[src/rtl/rgb_binarize.sv]
// Three-stage RGB-to-gray binarizer with a per-frame threshold that is either
// manual or derived from the previous frame's gray min/max midpoint.
module rgb_binarize #(
    parameter int IMG_W    = 200,
    parameter int IMG_H    = 164,
    parameter int THR_INIT = 128
) (
    input  logic        clk,
    input  logic        rst_n,
    input  logic [23:0] i_rgb,
    input  logic        i_hsync,
    input  logic        i_vsync,
    input  logic        i_de,
    input  logic        i_thr_sel,
    input  logic [7:0]  i_thr_manual,
    output logic [23:0] o_binary,
    output logic        o_hsync,
    output logic        o_vsync,
    output logic        o_de,
    output logic [7:0]  o_thr,
    output logic        o_frame_err
);

    localparam logic [16:0] FRAME_PIX = 17'(IMG_W * IMG_H);
    localparam logic [7:0]  THR_RST   = 8'(THR_INIT);

    logic [15:0] prod_r, prod_g, prod_b;
    logic [15:0] sum;
    logic [7:0]  gray;
    logic [2:0]  hs_pipe, vs_pipe, de_pipe;
    logic        frame_start;
    logic        stat_de;

    logic [7:0]  gmin, gmax;
    logic [16:0] pcnt;
    logic        frame_ok;
    logic [8:0]  adapt_sum;

    logic        sel_lat;
    logic [7:0]  manual_lat;
    logic [7:0]  thr_adapt;
    logic        thr_valid;

    assign gray        = sum[15:8];
    assign frame_start = i_vsync & ~vs_pipe[0];
    // de_pipe[1] travels with the sample whose gray is being binarized now
    assign stat_de     = de_pipe[1];

    always_ff @(posedge clk or negedge rst_n) begin
        if (!rst_n) begin
            prod_r   <= '0;
            prod_g   <= '0;
            prod_b   <= '0;
            sum      <= '0;
            o_binary <= '0;
            hs_pipe  <= '0;
            vs_pipe  <= '0;
            de_pipe  <= '0;
        end else begin
            prod_r   <= 16'(i_rgb[23:16]) * 16'd77;
            prod_g   <= 16'(i_rgb[15:8])  * 16'd150;
            prod_b   <= 16'(i_rgb[7:0])   * 16'd29;
            sum      <= prod_r + prod_g + prod_b;
            o_binary <= (gray < o_thr) ? 24'h000000 : 24'hFFFFFF;
            hs_pipe  <= {hs_pipe[1:0], i_hsync};
            vs_pipe  <= {vs_pipe[1:0], i_vsync};
            de_pipe  <= {de_pipe[1:0], i_de};
        end
    end

    assign o_hsync = hs_pipe[2];
    assign o_vsync = vs_pipe[2];
    assign o_de    = de_pipe[2];

    // A sample landing on the boundary cycle seeds the new frame's statistics.
    always_ff @(posedge clk or negedge rst_n) begin
        if (!rst_n) begin
            gmin <= 8'hFF;
            gmax <= 8'h00;
            pcnt <= '0;
        end else if (frame_start) begin
            gmin <= stat_de ? gray : 8'hFF;
            gmax <= stat_de ? gray : 8'h00;
            pcnt <= stat_de ? 17'd1 : 17'd0;
        end else if (stat_de) begin
            if (gray < gmin) gmin <= gray;
            if (gray > gmax) gmax <= gray;
            if (pcnt != '1)  pcnt <= pcnt + 17'd1;
        end
    end

    always_comb begin
        frame_ok  = (pcnt == FRAME_PIX);
        adapt_sum = {1'b0, gmin} + {1'b0, gmax} + 9'd1;
    end

    always_ff @(posedge clk or negedge rst_n) begin
        if (!rst_n) begin
            sel_lat     <= 1'b0;
            manual_lat  <= '0;
            thr_adapt   <= THR_RST;
            thr_valid   <= 1'b0;
            o_frame_err <= 1'b0;
        end else begin
            o_frame_err <= frame_start & ~frame_ok;
            if (frame_start) begin
                sel_lat    <= i_thr_sel;
                manual_lat <= i_thr_manual;
                if (frame_ok) begin
                    thr_adapt <= adapt_sum[8:1];
                    thr_valid <= 1'b1;
                end
            end
        end
    end

    // Every source here only changes at a boundary, so o_thr is frame-stable.
    always_comb begin
        o_thr = THR_RST;
        if (sel_lat)
            o_thr = manual_lat;
        else if (thr_valid)
            o_thr = thr_adapt;
    end

endmodule

[config.mk]
export PLATFORM = sky130hd
export DESIGN_NAME = rgb_binarize
export DESIGN_NICKNAME = d
export VERILOG_FILES = /design/src/rtl/rgb_binarize.sv
export SDC_FILE = /design/constraint.sdc
export NUM_CORES = 1
export LEC_CHECK = 0
export ABC_AREA = 1
export CAP_MARGIN = 20
export CORE_ASPECT_RATIO = 0.9
export CORE_MARGIN = 10
export CORE_UTILIZATION = 50
export DETAILED_ROUTE_END_ITERATION = 8
export PLACE_DENSITY = 0.81
export SLEW_MARGIN = 10
export SYNTH_ARGS = -nofsm -noshare
export SYNTH_HDL_FRONTEND = slang
export SYNTH_SLANG_ARGS = --single-unit
[constraint.sdc]
create_clock -name clk -period 2.12 [get_ports clk]
set_input_delay 0.424 -clock clk [delete_from_list [all_inputs] [get_ports clk]]
set_output_delay 0.424 -clock clk [all_outputs]
set_load 0.01 [all_outputs]
After elaboration in Yosys (flattened, before gate mapping):

Cells that the tools add are included.

* output and inout bits: 36
* logic and storage cells: 56
* flip-flop bits (word level): 144
* bits of input ports: 38

* bitwise gates (word level): 4
* magnitude comparators: 3
* muxes and demuxes: 15
* reductions and logical operators: 8
* equality and inequality tests: 2
* $mul: 3
* add/sub/neg operators: 5

Operators by type and width (number)
* 8-bit 2-to-1 mux: 10
* 17-bit 2-to-1 mux: 3
* 8-bit by 7-bit multiplier with 15-bit output, second input constant: 2
* 24-bit 2-to-1 mux: 1
* 17-bit by 1-bit adder with 17-bit output, second input constant: 1
* 17-bit by 16-bit equality test with 1-bit output, second input constant: 1
* 17-bit inequality test, second input constant: 1
* 15-bit by 16-bit adder with 16-bit output: 1
* 16-bit by 13-bit adder with 16-bit output: 1
* 8-bit less-than comparator: 2
* 8-bit by 5-bit multiplier with 13-bit output, second input constant: 1
* 8-bit by 8-bit adder with 9-bit output: 1
* 9-bit by 1-bit adder with 9-bit output, second input constant: 1
* 8-bit greater-than comparator: 1
* 2-bit AND reduction: 4
* 2-bit nonzero test: 4
* 1-bit bitwise AND: 2
* 1-bit NOT: 2
* 1-bit 2-to-1 mux: 1

Logic depth before layout (Yosys ltp):

* depth after elaboration: 4
* depth in mapped cells: 15
* mapped depth without buffers: 15

Worst setup path after synthesis:

Ideal clock, no wire load.

* kind: input-to-reg
* start: input port i_rgb[20]
* end: register prod_r[12]
* slack: -0.959 ns
* stages on the path: 13
* required time: 1.994 ns
* data arrival time: 2.953 ns
* path buffers: 0
* library setup time: 0.126 ns
* cells stage by stage: ha_1 ha_1 inv_1 fa_1 fa_1 inv_1 ha_1 nand2_1 nand2_1 o21bai_1 nand2_1 nand4_1 xor2_1

* cells in the longest elaborated chain, start to end: 1

Ends and longest elaborated chain
* start, declared: line 10 `input logic [23:0] i_rgb,`
* 8-bit by 7-bit multiplier with 15-bit output: line 60 `prod_r <= 16'(i_rgb[23:16]) * 16'd77;`
* end signal, assigned: line 60
* end, declared: line 27 `logic [15:0] prod_r, prod_g, prod_b;`

Every way passes these cells.
A chain may end at the register's enable or synchronous reset.

Worst setup path after layout:

* start: input port i_rgb[14]
* end: register prod_g[15]

* cells in the longest elaborated chain, start to end: 1

Ends and longest elaborated chain
* 8-bit by 7-bit multiplier with 15-bit output: line 61 `prod_g <= 16'(i_rgb[15:8]) * 16'd150;`
* end signal, assigned: line 61
* end, declared: line 27

Every way passes these cells.

==> results.md <==
- Yosys top cell by area: dfrtp_1
- Failing checks: negative setup slack
- RSZ-0062 raised after global routing: yes
- Routed vias/inst: approximately 5.4
- Antenna Nets Post-Route: 0
- Syn_area_per_cell: 8.51 um2
- Delay-heaviest family, CP: adder cells
- Fin Clk Skew: 0.00790 ns
- Worst VDD drop: a little over 1000 uV
- Tot Pwr: 18.9 mW
- Type of the worst setup path: input port to register
- Starting Density: 51.1%
- Flop2flop setup slack: -0.02 ns
- Crit path launch: i_rgb[14]
- CP most frequent cell: ha_4
- Max capacitance violation total: 0
- Clock-pin slew on the worst setup and hold paths: 0.05 ns
- Worst path slowest cell: fa_1
- Reg-to-Reg Start: prod_r[12]
- Worst skew pair latency: between 0.4 and 0.5 ns
- DP Area: 11100 um2
- Yosys cell types: 41
- Global Route Usage Sum: between 20% and 30%
- Die Ht: 148 um
- Top-count cell post-synth: nand2_1
- Leakage: 6.33 nW
- Critical Path Start Type: input port
- DIE WIDTH: about 160 um
- TritonCTS clock tree: built
- Maximum number of pins on one net before global-route repair: between 100 and 150
- Min-delay worst type: input port to asynchronous set/reset pin
- Row cnt: 46
- Clk buf depth: 2
- Sequential area share after synthesis: 31.3%
- Yosys warning count: 0
- Critical Path, Cell by Cell: buf_6 > ha_4 > ha_4 > inv_2 > fa_1 > fa_1 > inv_2 > ha_4 > a21oi_4 > nor2_1 > nor2_1 > nand2_2 > nand4_1 > o211ai_1
- Crit Path Max Fanout: 4
- Relative slew slack: 59.3%
- Final Critical Period: ~2.8 ns
- Critical path endpoint category: register
- Share of layout cells above drive strength 1: roughly a third
- Total Wirelength: around 26000 um
- Post-synth EDFFs: 0
- N_diodes: 0
- Fin area: around 13000 um2
- Fin crit share: 130%
- Yosys top cell area share: approximately 29%
- Fill cells: around 1200
- TritonRoute pass-1 iters: 5
- Worst EP required: roughly 2.4 ns
- Worst Max-Slew Pin Slew: 0.610 ns
- Initial antenna violation count: 0
- Buf/Inv on CP: 3
- CTS root buffer: clkbuf_16
- Via count: 8069
- TritonCTS Buffers: 17
- Io pins: 74
- Grt total ovfl: 0
- Area delta synth->final: 43.3%
- Post-Synthesis Cell Area: between 9000 and 10000 um2
- Met2 routed WL: ~13000 um
- Setup slack after layout: -0.641 ns
- Final hold vios: 0
- Met3 routed WL: around 1400 um
- Synth Flop Type: dfrtp_1
- Synth top cells by count: 240 x nand2_1, 165 x inv_1, 145 x ha_1
- Status: finished with violations
- Die ar.: 23900 um2
- CP max stage delay: ~0.52 ns
- Vias in the first global route: about 8300
- Buffers on Ports: 73
- Fmax achieved: 362 MHz
- Wirelength per Cell: 17.6 um
- Max Slew Vio Count: 0
- Ys async rst share: 100%
- Synthesized instance count: around 1100
- Synth Net Count: approximately 1300
- DRT iter0 DRCs: between 500 and 600
- HPWL Detailed: roughly 16000 um
- # clock sinks: about 110
- Critical Path AT: ~3.1 ns
- #FFs+latches synth: 113
- Setup Viol. Count Final: 27
- GP Congestion: 0.921
- # DRC: 0
- Setup TNS: -11.13 ns
- Pwr Density: between 1000 and 1500 nW/um2
- Highest metal used: met4
- H-tree levels: 4
- Synth top area cells: dfrtp_1 29%, ha_1 20%, nand2_1 9.9%
- Nets: around 1500
- First-pass GRT wire length: approximately 40000 um
- Area of the core: around 18000 um2
- Met1 wire length: about 10000 um
-- cells by family after synthesis --
kind of cell	after synthesis	share of synthesized area, %
flip-flops	113	31.3
AND/OR/NAND/NOR	406	19.2
AO/OA/AOI/OAI	126	8.00
buffers and inverters	200	9.45
XOR/XNOR	35	3.38
adder cells (fa/ha/maj)	184	28.6
-- final timing paths --
check                                to  cells past startpoint
setup / recovery             prod_g[15]                     14
hold / removal                 pcnt[12]                      2
setup reg to reg                sum[14]                      7
hold reg to reg              hs_pipe[2]                      0
max in group asynchronous  o_binary[22]                      2
min in group clk              prod_b[1]                      2
-- metal layers --
metal | up-vias | track usage, %
met5 | - | 0
met4 | 0 | 8.86
met2 | 297 | 36.0
li1 | 3815 | -
met1 | 3855 | 22.7
met3 | 102 | 4.69
-- through the flow --
step / hold WS, ns / cells / worst slack (ns) / util (%)
3_3_place_gp: 0.332 / 1452 / -1.41 / 62.7
4_1_cts: 0.115 / 1492 / -0.595 / 69.7
6_report: 0.0677 / 1501 / -0.641 / 73.2
2_1_floorplan: 0.128 / 1064 / -0.722 / -
3_5_place_dp: 0.336 / 1452 / -1.47 / 62.7
5_1_grt: 0.128 / 1501 / -0.708 / 73.2
-- cell type report --
type | instances | area (um2) | share of cell area [%]
Multi-Input combinational cell | 751 | 6800 | 52.4
Sequential cell | 113 | 2840 | 21.9
Timing Repair Buffer | 198 | 1750 | 13.5
Inverter | 168 | 642 | 4.95
Clock buffer | 22 | 494 | 3.81
Tap cell | 240 | 300 | 2.31
Clock inverter | 9 | 153 | 1.18
-- report_power, final --
part	leakage (nW)	switching [mW]	internal, mW
Combinational	4.64	6.61	5.68
Clock	0.310	1.02	2.11
Sequential	1.38	0.578	2.87
Total	6.33	8.20	10.7
-- layout by cell type (no fill, tap or decap), types with 35 or more instances in the layout --
master	n
dfrtp_1	103
ha_1	79
nor2_1	51
inv_1	135
ha_4	63
nand3_1	50
clkdlybuf4s50_1	40
fa_1	35
buf_4	103
nand2_1	207
-- registers in the layout, summed over array words and instances (netlist names), 13 cells and up --
| name | cells |
|---|---|
| prod_g | 15 |
| pcnt | 17 |
| prod_r | 15 |
| prod_b | 13 |
-- timing repair --
item                                    CTS  global route
hold buffers                              0             0
endpoints found under the setup margin   67            50
gates resized for setup                 202           131
pin swaps                                75           102
buffers inserted                         10            11
-- worst register-to-register path, cell delays in order, from the launching register on --
cell,delay [ns]
dfrtp_1,0.45
fa_1,0.57
ha_4,0.32
inv_1,0.07
nor3_1,0.31
a21oi_1,0.16
nand3_1,0.11
nand2_1,0.05
Note: power is estimated with default switching activity, not from simulation.
